`src/rtl/sync_fifo_flags.sv`:
```
// Single-clock FIFO with occupancy count, almost-full/almost-empty thresholds,
// sticky overflow/underflow flags, synchronous flush and optional first-word-fall-through.
module sync_fifo_flags #(
  parameter int DATO_WIDTH  = 8,
  parameter int FIFO_LENGTH = 4,
  parameter int AF_LEVEL    = (1 << FIFO_LENGTH) - 2,
  parameter int AE_LEVEL    = 2,
  parameter bit FWFT        = 1'b0
) (
  input  logic                   clk,
  input  logic                   rst,
  input  logic                   wr_en,
  input  logic [DATO_WIDTH-1:0]  datin,
  input  logic                   rd_en,
  input  logic                   flush,
  input  logic                   clr_err,
  output logic [DATO_WIDTH-1:0]  datout,
  output logic                   dato,
  output logic                   full,
  output logic                   empty,
  output logic                   almost_full,
  output logic                   almost_empty,
  output logic [FIFO_LENGTH:0]   count,
  output logic                   overflow,
  output logic                   underflow
);

  localparam int D = 1 << FIFO_LENGTH;
  localparam logic [FIFO_LENGTH:0]   DEPTH   = (FIFO_LENGTH+1)'(D);
  localparam logic [FIFO_LENGTH:0]   AF_CNT  = (FIFO_LENGTH+1)'(AF_LEVEL);
  localparam logic [FIFO_LENGTH:0]   AE_CNT  = (FIFO_LENGTH+1)'(AE_LEVEL);
  localparam logic [FIFO_LENGTH:0]   CNT_ONE = (FIFO_LENGTH+1)'(1);
  localparam logic [FIFO_LENGTH-1:0] PTR_ONE = FIFO_LENGTH'(1);

  logic [DATO_WIDTH-1:0]  mem [D];
  logic [FIFO_LENGTH-1:0] wr_ptr;
  logic [FIFO_LENGTH-1:0] rd_ptr;
  logic                   pop_ok;
  logic                   push_ok;
  logic                   pop_acc;
  logic                   push_acc;

  // A push into a full FIFO is accepted only when a pop frees a slot in the same cycle.
  assign pop_ok   = rd_en & (count != '0);
  assign push_ok  = wr_en & ((count != DEPTH) | pop_ok);
  assign pop_acc  = pop_ok & ~flush;
  assign push_acc = push_ok & ~flush;

  assign full         = (count == DEPTH);
  assign empty        = (count == '0);
  assign almost_full  = (count >= AF_CNT);
  assign almost_empty = (count <= AE_CNT);

  always_ff @(posedge clk) begin
    if (push_acc)
      mem[wr_ptr] <= datin;
  end

  always_ff @(posedge clk or negedge rst) begin
    if (!rst) begin
      wr_ptr <= '0;
      rd_ptr <= '0;
      count  <= '0;
    end else if (flush) begin
      wr_ptr <= '0;
      rd_ptr <= '0;
      count  <= '0;
    end else begin
      if (push_acc)
        wr_ptr <= wr_ptr + PTR_ONE;
      if (pop_acc)
        rd_ptr <= rd_ptr + PTR_ONE;
      case ({push_acc, pop_acc})
        2'b10:   count <= count + CNT_ONE;
        2'b01:   count <= count - CNT_ONE;
        default: count <= count;
      endcase
    end
  end

  // Clear is applied first so a same-cycle set takes priority; flushed requests never flag errors.
  always_ff @(posedge clk or negedge rst) begin
    if (!rst) begin
      overflow  <= 1'b0;
      underflow <= 1'b0;
    end else begin
      if (clr_err) begin
        overflow  <= 1'b0;
        underflow <= 1'b0;
      end
      if (wr_en & ~push_ok & ~flush)
        overflow <= 1'b1;
      if (rd_en & ~pop_ok & ~flush)
        underflow <= 1'b1;
    end
  end

  generate
    if (FWFT == 1'b0) begin : g_std
      always_ff @(posedge clk or negedge rst) begin
        if (!rst) begin
          datout <= '0;
          dato   <= 1'b0;
        end else if (flush) begin
          dato <= 1'b0;
        end else if (pop_acc) begin
          datout <= mem[rd_ptr];
          dato   <= 1'b1;
        end else begin
          dato <= 1'b0;
        end
      end
    end else begin : g_fwft
      // Head word is shown directly; forced to zero while empty so reset state is defined.
      always_comb begin
        datout = '0;
        if (count != '0)
          datout = mem[rd_ptr];
        dato = (count != '0);
      end
    end
  endgenerate

endmodule

```
`config.mk`:
```
export PLATFORM = sky130hd
export DESIGN_NAME = sync_fifo_flags
export DESIGN_NICKNAME = d
export VERILOG_FILES = /design/src/rtl/sync_fifo_flags.sv
export SDC_FILE = /design/constraint.sdc
export NUM_CORES = 1
export LEC_CHECK = 0
export ABC_AREA = 1
export ABC_CLOCK_PERIOD_IN_PS = 2400
export BUFFER_PORTS_ARGS = -buffer_cell sky130_fd_sc_hd__buf_4
export CAP_MARGIN = 10
export CORE_ASPECT_RATIO = 0.9
export CORE_MARGIN = 8
export CORE_UTILIZATION = 50
export CTS_CLUSTER_SIZE = 20
export DETAILED_ROUTE_END_ITERATION = 8
export PLACE_DENSITY = 0.64
export REMOVE_ABC_BUFFERS = 1
export SLEW_MARGIN = 20
export SYNTH_ARGS = -nofsm -noshare
export SYNTH_HDL_FRONTEND = slang
export SYNTH_SLANG_ARGS = --single-unit
```
`constraint.sdc`:
```
create_clock -name clk -period 2.4 [get_ports clk]
set_clock_uncertainty 0.05 [all_clocks]
set_input_delay 0.24 -clock clk [delete_from_list [all_inputs] [get_ports clk]]
set_output_delay 0.24 -clock clk [all_outputs]
set_load 0.1 [all_outputs]
```
==> impl_summary.md <==
Pwr
For this design the static power due to leakage is 2.71 nW. Dividing total power by cell area gives a power density of 1170 mW/mm^2. Power comes to 8.81 mW. The peak ir drop on the vdd network is 0.00101 V.

Setup path
The type of element capturing the critical path is a flip-flop. The kind of cell with the highest combined delay along the critical path is simple AND/OR/NAND/NOR gates. The slowest cell on the critical path is dfrtp_1. The nature of the critical path startpoint is a flip-flop. The critical path start-end classification is reg -> reg. Of all nets on the critical path, the largest fanout is 21.

The count of buffering cells on the critical path with inverters included is 3. The endpoint required time on the critical path is 2.67 ns. The critical path goes through nor2_4 -> nand3_4 -> nand2_4 -> inv_4 -> nand3_2 -> nand2_1 -> inv_2 -> ha_1 -> inv_1 -> nand2_2 -> nand3_2 -> nand3_1 -> nand3_1 -> nand2_1. In this design, the stage delay of the slowest critical-path cell is 0.57 ns. Data on the critical path arrives at its endpoint at 2.35 ns.

Floorplanning
The full die area is 0.0166 mm^2. The floorplan die height is 123 um. In this run the standard cell core region covers 0.0126 mm^2. The die span in x is 135 um. 34 I/O pins were placed. For this configuration, the core starts out at a cell density of 50.6%. After floorplanning, the core was divided into 39 placement rows.

Clock network
The clock network latency to the later pin of the worst-skew pair is 0.42 ns. Counting every sink on the clock net gives 152. The TritonCTS clock tree is built.

CTS placed an instance of clkbuf_16 at the clock tree root. The clock tree synthesis step divided the H-tree into 4 levels. The post-CTS resize count is 0. The clock passes through at most 2 buffers. The total CTS buffers is 17. The register clock-pin slew on the reported worst setup and hold paths is 0.06 ns.

Global route
The number of antenna violations at the first check in global routing was 0. The first-pass GRT wire length is 22500 um. The maximum number of pins on one net before global-route repair is 67. For this run, the total global-route usage over all layers was measured as 17.9%.

Summed over all layers, the global routing overflow is 0. The number of global-route vias before repair is 4269.

Drt
The DRC marker count from the first detailed-route iteration is 342. Across all layers, the routed design uses 4218 vias. Dividing the detail-routed wire length by the instance count gives 19.2 um. The total wire length is 14300 um. The final antenna-violating net count is 0. The number of vias per cell after detailed routing is 5.67.

For this run, design rule violations remaining after detail routing come to 0. The number of optimization iterations in the first detailed-route pass is 5.

Synthesis
In this run the mean area of a mapped cell was 12.4 um^2. The sequential area share after synthesis is 69.7%. The number of enable flip-flop cells after synthesis is 128.

Counting flops with an async set or reset pin after synthesis yields a share of 15.8%. The number of synthesized register bits is 152. Yosys printed 0 warnings. In this run the cell area of the synthesized design comes to 0.00638 mm^2. In the synthesized netlist the dominant register cell turns out to be edfxtp_1.

Synthesis produced a netlist whose cell count is 514. Synthesis instantiated 33 different standard cells from the library.

Placement
The count of buffers added on input and output ports is 33. The placer congestion estimate is 0.808. OpenSTA, run right after detailed placement, puts the worst setup slack at 0.344 ns.

The post-DP HPWL is 8960 um.

Min path
The type of the worst min-delay path is in -> reg.

Cells and area
Counting the fill cells in the layout gives 1010. The number of nets in the layout is 588. The proportion of layout cells with a drive suffix above 1 is 19.7%. From synthesis to final layout, the design area changed by 17.8%.

The antenna diode count is 0.

STA
In this run the tightest slew margin relative to its limit is 55.4%. The highest attainable clock frequency is 0.479 GHz. Dividing the final minimum period by the clock period gives 86.9%. Setup repair after global routing left no endpoint under its margin. The number of hold-slack violations in the final timing report is 0. At the pin with the least slew margin, the transition time is 0.669 ns. Setup slack on the critical path of the routed design comes to 0.314 ns. Setup violations remaining at the end of the flow were counted as 0. The shortest period the worst path allows is 2.09 ns.

The number of slew-limit violations in the final report is 0.

Status
The run finished with clean final reports.

Flow run
Across the run, the number of max-cap violations was 0.
[repair_timing]
item / 4_1_cts / 5_1_grt
endpoints found under the hold margin: 26 / 0
buffers inserted: 0 / 0
hold buffers: 3 / 0
[area by class of cell]
cell class,count,area (um^2),area share (%)
Clock buffer,19,453,6.03
Clock inverter,13,153,2.03
Tap cell,164,205,2.73
Multi-Input combinational cell,306,1670,22.2
Sequential cell,152,4450,59.2
Timing Repair Buffer,61,478,6.36
Inverter,29,114,1.52
[Yosys cell counts, types with 5 or more instances]
cell / count / area share [%]
o211ai_1: 11 / 1.3
clkbuf_1: 16 / 0.94
dfrtp_1: 24 / 9.4
inv_2: 5 / 0.29
inv_1: 21 / 1.2
nand2_2: 5 / 0.49
nand2_1: 37 / 2.2
o22ai_1: 12 / 1.2
buf_4: 5 / 0.59
ha_1: 7 / 1.4
nor2_1: 93 / 5.5
o21ai_0: 76 / 6.0
o221ai_1: 21 / 2.9
edfxtp_1: 128 / 60
nand3_1: 16 / 1.3
a31oi_1: 8 / 0.78
[per-stage QoR]
step	cell area, um^2	utilization (%)	hold WS (ns)	cells	setup TNS, ns
CTS	7510	59.7	0.0711	744	0
finish	7510	59.7	0.0729	744	0
floorplan	6220	-	-0.106	487	-13.38
detailed placement	6880	54.6	0.121	709	0
global placement	6880	54.6	0.116	709	0
global route	7510	59.7	0.0816	744	0
[routing by layer]
metal / global-route usage, % / up-vias / routed length (um)
li1: - / 1989 / -
met1: 22.9 / 2073 / 6460
met2: 29.3 / 136 / 6800
met3: 3.98 / 20 / 796
met4: 7.14 / 0 / 240
met5: 0 / - / 0
[layout by cell type, fill, tap and decap left out, types with 7 or more instances in the layout]
| cell type | n |
|---|---|
| o21ai_0 | 76 |
| ha_1 | 7 |
| nand2_1 | 37 |
| o211ai_1 | 11 |
| inv_1 | 21 |
| o22ai_1 | 12 |
| nor2_1 | 93 |
| a31oi_1 | 8 |
| clkbuf_16 | 17 |
| o221ai_1 | 21 |
| nand3_1 | 16 |
| dfrtp_1 | 23 |
| edfxtp_1 | 128 |
| buf_4 | 57 |
[logic make-up after synthesis]
family	Yosys count	synth area share, %
AO/OA/AOI/OAI	134	12.9
buffers and inverters	56	4.18
AND/OR/NAND/NOR	163	11.6
adder cells (fa/ha/maj)	7	1.37
XOR/XNOR	2	0.275
flip-flops	152	69.7
[power breakdown]
part | switching, mW | internal, mW | total (mW)
logic | 2.22 | 0.709 | 2.93
registers | 0.165 | 3.01 | 3.18
clock network | 1.02 | 1.68 | 2.70
total | 3.41 | 5.40 | 8.81
[worst register-to-register path: cells and delay by family (launching register included)]
family / cells / cell delay, ns
buffers and inverters: 3 / 0.30
adder cells (fa/ha/maj): 1 / 0.16
AND/OR/NAND/NOR: 10 / 0.90
flip-flops: 1 / 0.57
[path summary, 6_finish.rpt]
check,end,slack (ns),start,cells after the start
hold reg to reg,underflow,0.51,underflow,2
setup reg to reg,count[4],0.31,count[2],14
hold / removal,mem[12][3],0.07,datin[3],1
setup / recovery,count[4],0.31,count[2],14
max in group asynchronous,rd_ptr[0],1.80,rst,2
min in group asynchronous,count[1],0.23,rst,2
[flip-flops by register name (all words and copies together), names as in the netlist]
register / cells
wr_ptr: 4
datout: 8
mem: 128
dato: 1
overflow: 1
count: 5
underflow: 1
rd_ptr: 4
Power figures use the tool's default switching activity.
